### src/rtl/ahb_arbiter_n_pkg.sv
// Shared encodings for the N-master AHB-style bus arbiter.
package ahb_arb_pkg;

  typedef enum logic [1:0] {
    RESP_OKAY  = 2'b00,
    RESP_ERROR = 2'b01,
    RESP_RETRY = 2'b10,
    RESP_SPLIT = 2'b11
  } resp_e;

  typedef enum logic [1:0] {
    IDLE = 2'b00,
    ADDR = 2'b01,
    DATA = 2'b10,
    REL  = 2'b11
  } state_e;

  // Owner-id width; a lone bit still suffices for two masters.
  function automatic int id_w(input int n);
    return (n > 2) ? $clog2(n) : 1;
  endfunction

endpackage

### src/rtl/ahb_arbiter_n_if.sv
// Request/response and grant bundle between the masters, slave and arbiter.
interface ahb_arbiter_n_if import ahb_arb_pkg::*; #(
  parameter int NUM_MASTERS = 2
);
  localparam int ID_W = id_w(NUM_MASTERS);

  logic [NUM_MASTERS-1:0] busreq;
  logic                   ready;
  resp_e                  response;
  logic [NUM_MASTERS-1:0] hsplit;
  logic [NUM_MASTERS-1:0] grant;
  logic [ID_W-1:0]        master_id;
  logic                   addr_phase;
  logic                   data_phase;
  logic [NUM_MASTERS-1:0] split_mask;
  logic                   error;

  modport master (
    input  busreq, ready, response, hsplit,
    output grant, master_id, addr_phase, data_phase, split_mask, error
  );

  modport slave (
    output busreq, ready, response, hsplit,
    input  grant, master_id, addr_phase, data_phase, split_mask, error
  );
endinterface

### src/rtl/ahb_arbiter_n_picker.sv
// Combinational winner selection: lowest index first, or rotating from ptr+1.
// Zero latency; no handshake.
module rr_priority_picker import ahb_arb_pkg::*; #(
  parameter int NUM_MASTERS = 2,
  localparam int ID_W = id_w(NUM_MASTERS)
) (
  input  logic [NUM_MASTERS-1:0] req_i,
  input  logic [ID_W-1:0]        ptr_i,
  input  logic                   rr_en_i,
  output logic [NUM_MASTERS-1:0] onehot_o,
  output logic [ID_W-1:0]        idx_o
);

  logic [ID_W-1:0] cand;
  logic            found;

  always_comb begin
    onehot_o = '0;
    idx_o    = '0;
    found    = 1'b0;
    cand     = '0;
    for (int k = 0; k < NUM_MASTERS; k++) begin
      cand = rr_en_i ? ID_W'((int'(ptr_i) + 1 + k) % NUM_MASTERS) : ID_W'(k);
      if (!found && req_i[cand]) begin
        found          = 1'b1;
        onehot_o[cand] = 1'b1;
        idx_o          = cand;
      end
    end
  end

endmodule

### src/rtl/ahb_arbiter_n.sv
// N-master bus arbiter: registered one-hot grant, 1 clock from IDLE/REL to ADDR.
// Slave stalls via ready; SPLIT parks the owner until its hsplit strobe.
module ahb_arbiter_n import ahb_arb_pkg::*; #(
  parameter int NUM_MASTERS = 2,
  parameter int RR_MODE     = 0,
  parameter int MAX_HOLD    = 16,
  localparam int ID_W = id_w(NUM_MASTERS)
) (
  input  logic            clk,
  input  logic            rst,
  ahb_arbiter_n_if.master bus
);

  state_e                 state_q, state_d;
  logic [NUM_MASTERS-1:0] grant_q, grant_d;
  logic [ID_W-1:0]        id_q, id_d;
  logic [ID_W-1:0]        rr_q, rr_d;
  logic [7:0]             hold_q, hold_d;
  logic [NUM_MASTERS-1:0] split_q, split_d;
  logic                   error_q, error_d;
  logic                   rearb;

  logic [NUM_MASTERS-1:0] eligible;
  logic [NUM_MASTERS-1:0] pick_oh;
  logic [ID_W-1:0]        pick_idx;

  assign eligible = bus.busreq & ~split_q;

  rr_priority_picker #(.NUM_MASTERS(NUM_MASTERS)) u_pick (
    .req_i    (eligible),
    .ptr_i    (rr_q),
    .rr_en_i  (RR_MODE != 0),
    .onehot_o (pick_oh),
    .idx_o    (pick_idx)
  );

  always_comb begin
    state_d = state_q;
    grant_d = grant_q;
    id_d    = id_q;
    rr_d    = rr_q;
    hold_d  = hold_q;
    split_d = split_q & ~bus.hsplit;
    error_d = 1'b0;
    rearb   = 1'b0;
    case (state_q)
      IDLE, REL: rearb = 1'b1;
      ADDR: if (bus.ready) state_d = DATA;
      DATA: begin
        if (bus.ready) begin
          hold_d = (hold_q == 8'hFF) ? hold_q : hold_q + 8'd1;
          if (bus.busreq[id_q] && (int'(hold_q) + 1 < MAX_HOLD)) state_d = ADDR;
          else rearb = 1'b1;
        end else if (bus.response != RESP_OKAY) begin
          // First cycle of a two-cycle response; REL absorbs the second.
          state_d = REL;
          grant_d = '0;
          if (bus.response == RESP_SPLIT) split_d[id_q] = 1'b1;
          if (bus.response == RESP_ERROR) error_d = 1'b1;
        end
      end
      default: state_d = IDLE;
    endcase
    if (rearb) begin
      if (|eligible) begin
        state_d = ADDR;
        grant_d = pick_oh;
        id_d    = pick_idx;
        rr_d    = pick_idx;
        hold_d  = '0;
      end else begin
        state_d = IDLE;
        grant_d = '0;
      end
    end
  end

  always_ff @(posedge clk or negedge rst) begin
    if (!rst) begin
      state_q <= IDLE;
      grant_q <= '0;
      id_q    <= '0;
      rr_q    <= '0;
      hold_q  <= '0;
      split_q <= '0;
      error_q <= 1'b0;
    end else begin
      state_q <= state_d;
      grant_q <= grant_d;
      id_q    <= id_d;
      rr_q    <= rr_d;
      hold_q  <= hold_d;
      split_q <= split_d;
      error_q <= error_d;
    end
  end

  assign bus.grant      = grant_q;
  assign bus.master_id  = id_q;
  assign bus.addr_phase = (state_q == ADDR);
  assign bus.data_phase = (state_q == DATA);
  assign bus.split_mask = split_q;
  assign bus.error      = error_q;

endmodule

### src/flat_wrapper.sv
// flat-port wrapper written by rule: the top's interface ports become plain ports
module ahb_arbiter_n_flat import ahb_arb_pkg::*;
#(
  parameter int NUM_MASTERS = 2,
  parameter int RR_MODE     = 0,
  parameter int MAX_HOLD    = 16,
  localparam int ID_W = id_w(NUM_MASTERS)
)
  (clk, rst, bus_busreq, bus_ready, bus_response, bus_hsplit, bus_grant, bus_master_id, bus_addr_phase, bus_data_phase, bus_split_mask, bus_error);
  ahb_arbiter_n_if #(.NUM_MASTERS(NUM_MASTERS)) bus_i ();
  input  logic clk;
  input  logic rst;
  input wire logic [$bits(bus_i.busreq)-1:0] bus_busreq;
  input wire logic [$bits(bus_i.ready)-1:0] bus_ready;
  input wire logic [$bits(bus_i.response)-1:0] bus_response;
  input wire logic [$bits(bus_i.hsplit)-1:0] bus_hsplit;
  output wire logic [$bits(bus_i.grant)-1:0] bus_grant;
  output wire logic [$bits(bus_i.master_id)-1:0] bus_master_id;
  output wire logic [$bits(bus_i.addr_phase)-1:0] bus_addr_phase;
  output wire logic [$bits(bus_i.data_phase)-1:0] bus_data_phase;
  output wire logic [$bits(bus_i.split_mask)-1:0] bus_split_mask;
  output wire logic [$bits(bus_i.error)-1:0] bus_error;
  assign bus_i.busreq = bus_busreq;
  assign bus_i.ready = bus_ready;
  assign bus_i.response = bus_response;
  assign bus_i.hsplit = bus_hsplit;
  assign bus_grant = bus_i.grant;
  assign bus_master_id = bus_i.master_id;
  assign bus_addr_phase = bus_i.addr_phase;
  assign bus_data_phase = bus_i.data_phase;
  assign bus_split_mask = bus_i.split_mask;
  assign bus_error = bus_i.error;
  ahb_arbiter_n #(.NUM_MASTERS(NUM_MASTERS), .RR_MODE(RR_MODE), .MAX_HOLD(MAX_HOLD)) u_core (.clk(clk), .rst(rst), .bus(bus_i));
endmodule
### config.mk
export PLATFORM = sky130hd
export DESIGN_NAME = ahb_arbiter_n_flat
export DESIGN_NICKNAME = d
export VERILOG_FILES = /design/src/rtl/ahb_arbiter_n_pkg.sv /design/src/rtl/ahb_arbiter_n_if.sv /design/src/rtl/ahb_arbiter_n_picker.sv /design/src/rtl/ahb_arbiter_n.sv /design/src/flat_wrapper.sv
export SDC_FILE = /design/constraint.sdc
export NUM_CORES = 1
export LEC_CHECK = 0
export CAP_MARGIN = 30
export CORE_MARGIN = 5
export CORE_UTILIZATION = 47
export DETAILED_ROUTE_END_ITERATION = 8
export PLACE_DENSITY = 0.77
export SLEW_MARGIN = 20
export SYNTH_ARGS = -nofsm -noshare
export SYNTH_HDL_FRONTEND = slang
export SYNTH_HIERARCHICAL = 1
export SYNTH_SLANG_ARGS = --single-unit
### constraint.sdc
create_clock -name clk -period 2 [get_ports clk]
set_input_delay 0.4 -clock clk [delete_from_list [all_inputs] [get_ports clk]]
set_output_delay 0.4 -clock clk [all_outputs]
set_load 0.1 [all_outputs]
## Word-level counts from Yosys, hierarchy flattened

Cells that the tools add are included.

- $add $sub $neg: 2
- $lt $le $gt $ge: 3
- Equal/unequal tests: 10
- Multiplexer cells: 36
- Bitwise operators: 5
- Reductions and logical operators: 14

Operator list:

| cell | count |
|---|---|
| $mux W8 | 5 |
| $lt A32 B6 Y1 const B | 1 |
| $mux W2 | 15 |
| $mux W1 | 13 |
| $add A8 B1 Y9 const B | 1 |
| $add A8 B1 Y8 const B | 1 |
| $eq A8 B8 Y1 const B | 1 |
| $ne A4 B2 Y1 const B | 2 |
| $eq A2 B2 Y1 const B | 3 |
| $reduce_bool A2 Y1 | 3 |
| $and A2 B2 Y2 | 2 |
| $eq A2 B1 Y1 const B | 2 |
| $not A2 Y2 | 2 |
| $pmux W2 S2 | 1 |
| $reduce_and A4 Y1 | 1 |
| $reduce_or A2 Y1 | 2 |
| $logic_and A1 B1 Y1 | 3 |
| $ne A3 B2 Y1 const B | 1 |
| $reduce_and A3 Y1 | 1 |
| $reduce_bool A3 Y1 | 1 |
| $logic_not A2 Y1 | 1 |
| $lt A1 B2 Y1 const B | 1 |
| $ne A2 B1 Y1 const B | 1 |
| $or A2 B2 Y2 | 1 |
| other kinds (5) | 5 |

- Bits in registers: 16
- Input bits: 9
- Word-level logic and storage cells: 76

## Depth between registers and ports, before layout

Gate-level depths: netlist of run 1.

- Word-level depth: 9
- Mapped depth: 7
- Gate-level depth less buffers: 6

## By module

Netlist of run 1, hierarchy kept.

By module, submodules not included:

| module | instances | cells each | area each (µm²) | sequential area each (µm²) |
|---|---|---|---|---|
| ahb_arbiter_n | 1 | 106 | 997.2 | 400.4 |
| rr_priority_picker | 1 | 5 | 37.5 | 0.0 |

## Worst setup path before layout of run 1

Ideal clock, no wire load.

- Path kind: register -> register
- From: reg u_core.state_q[0]
- To: reg u_core/rr_q (netlist name)
- Library setup time: 0.127 ns
- Arrival: 2.414 ns
- Data required time: 1.873 ns
- Path slack: -0.541 ns
- Cell stages (with the launch flop): 8
- Path through: dfrtp_1 inv_1 ha_1 and2_1 buf_6 o21bai_4 a211oi_4 mux2_4

RTL lines:

| item | RTL line | RTL |
|---|---|---|
| from (decl) | ahb_arbiter_n.sv:14 | `state_e state_q, state_d;` |
| from (signal assigned) | ahb_arbiter_n.sv:88 | `state_q <= state_d;` |

==> results of run 1 <==
per-stage QoR:
step	std cells	hold WS (ps)	power [uW]
6_report	163	414	2020
3_3_place_gp	159	517	1740
4_1_cts	163	415	2030
2_1_floorplan	111	104	1440
5_1_grt	163	423	2130
3_5_place_dp	159	543	1800
cell usage in the layout (no fill, tap or decap), drive strengths merged, types with 3 or more instances in the layout:
master / n
buf: 13
inv: 8
clkdlybuf4s50: 8
nor3: 8
ha: 3
o21ai: 3
nand2: 12
a21oi: 4
clkbuf: 4
mux2i: 6
dfrtp: 16
nor2: 13
per-layer routing:
layer	routed length, um	vias up	track usage, %	share of wire (%)
li1	-	450	-	-
met1	1120	437	22.1	45
met2	1290	12	28.7	52
met3	70	2	2.99	2.8
met4	17	0	5.96	0.68
met5	0	-	0	0
worst min-delay path by stage:
stage,end,cells after the start
after floorplan,u_core/bus.error,0
after global placement,u_core/bus.grant[0],2
after detailed placement,u_core/state_q[0],2
after CTS,u_core/bus.grant[1],1
after global routing,u_core/bus.grant[1],1
final,u_core/bus.grant[1],1
cell families after synthesis:
kind of cell,Yosys count
other cells,1
fa+ha+maj,3
simple gates,47
compound gates,27
buf+inv,9
flops,16
xor+xnor,1
mux,7
critical path, cell delays in order (launching register included):
cell,delay [ps]
dfrtp_1,440
ha_1,270
and3_2,250
a21o_1,240
a211oi_4,260
mux2_4,320
registers in the layout, indices dropped and copies added (netlist names):
name	cells
u_core/bus.split_mask	2
u_core/bus.grant	2
u_core/bus.error	1
u_core/rr_q	1
u_core/state_q	2
u_core/hold_q	8
area by class of cell:
type | count | area, um2 | share of cell area [%]
Timing Repair Buffer | 21 | 215 | 16.2
Multi-Input combinational cell | 86 | 608 | 45.8
Tap cell | 28 | 35.0 | 2.64
Sequential cell | 16 | 404 | 30.4
Clock buffer | 4 | 36.3 | 2.73
Inverter | 8 | 30.0 | 2.26
power by group:
part           leakage, uW  switching (uW)  internal (uW)
logic             0.000353             790            523
clock network    0.0000210             115            111
registers         0.000211            83.7            398
total             0.000584             989           1030
==> results.ini, run 1 <==
[sta]
fin_ws_ps = 114
rsz0062_at_grt = no
final_max_slew_viol_count = 0
clock_skew_ps = 7.40
fmax_ghz = 0.530
setup-tns-final_ps = 0
finalSetupViolations = 0
fin_crit_sh_pct = 94.3
hold_violations = 0
layout_min_cycle_time_ps = 1890

[place]
placed_cell_area_um2 = 1290
dp_slack_ps = -2.39
gp_congestion = 0.877
portBuffers = 16
hpwlAfterDp_um = 1970

[setup_path]
criticalPathCategory = reg -> reg
rrSetupSlack_ps = 110
reg2reg_from = u_core/hold_q[0]
worstSetupStartpoint = u_core/hold_q[0]
crit_fanout = 5
crit_path_end = u_core/rr_q
rr_worst_depth = 5
cp.arrival_ps = 2070
end_kind = flop
cp-start-kind = flop
cp_data_required_time_ps = 2180
regToRegEndpoint = u_core/rr_q

[grt]
track_usage_pct = 17.1
grt_max_degree = 10
grt_pass1_vias = 893
antenna_found_initial = 0
grt_remaining_overflow = 0
grt_first_pass_wirelength_um = 4330

[cts]
cts_sinks = 16
clockRootBuffer = clkbuf_4
cts_tree = yes
worstSkewPairLatency_ps = 300
cts_hold_buf = 0
h-tree-depth = 1
cts.clk_slew.worst_paths_ps = 100
post_cts_resized = 0
cts_buffers = 3
clockBufferDepth = 2
post_cts_buffers = 0

[synthesis]
netlist_top_cells_count = dfrtp_1 (16), nor2_1 (13), nand2_1 (12)
synth-edff-count = 0
yosys-top-cells-area = dfrtp_1 (39%), mux2i_1 (5.8%), nor2_1 (4.7%)
syn-cell-area_um2 = 1030
yosysMostFrequentCell = dfrtp_1
synth-simple-area-share_pct = 23.8
synth_fa_ha_area_share_pct = 3.63
yosys_most_used_dff = dfrtp_1
synthCells = 111
synth_fp_nets = 123
syn_area_per_cell_um2 = 9.32
ys_types = 42
synthArstFlopShare_pct = 100
synth_xor_area_share_pct = 0.846
ys_seq_elements = 16
synth_mux_area_share_pct = 7.26
synth_compound_area_share_pct = 21.4
synth_top_area_share_pct = 38.7
yosysTopAreaCell = dfrtp_1
ys_warn_count = 6
synth_top_family_by_area = simple AND/OR/NAND/NOR gates
ys_seq_area_share_pct = 38.7

[floorplan]
io_pins = 17
dieHeight_um = 56.9
core_area_um2 = 2150
rows = 17
die_w_um = 56.9
die_area_um2 = 3240
initial_core_util_pct = 48.2

[detailed_routing]
drc = 0
ant_nets = 0
drtIter0Drc = 23
routed_wirelength_um = 2500
first_pass_iters = 4
vias = 901
wl_per_cell_um = 15.3
viasPerCell = 5.53

[min_path]
hold_class = in -> async

[layout]
insertedDiodeCount = 0
drive_above_1_share_pct = 24.4
fillers = 184
synthToLayoutAreaGrowth_pct = 28.4
finish.net_count = 148
utilization_pct = 61.9
fin_area_um2 = 1330

[power_and_ir_drop]
leakage_uw = 0.000584
power_density_nw_per_um2 = 1520
peakVddDrop_mv = 0.888

[status]
status = finished clean

[job]
cap_violations = 0

No activity file was read; power rests on OpenSTA's default activity.
==> run 2: changes to the inputs <==
- CAP_MARGIN: 30 -> not set
==> results of run 2 <==
The final DEF is identical to that of run 1; final timing and power are the same.
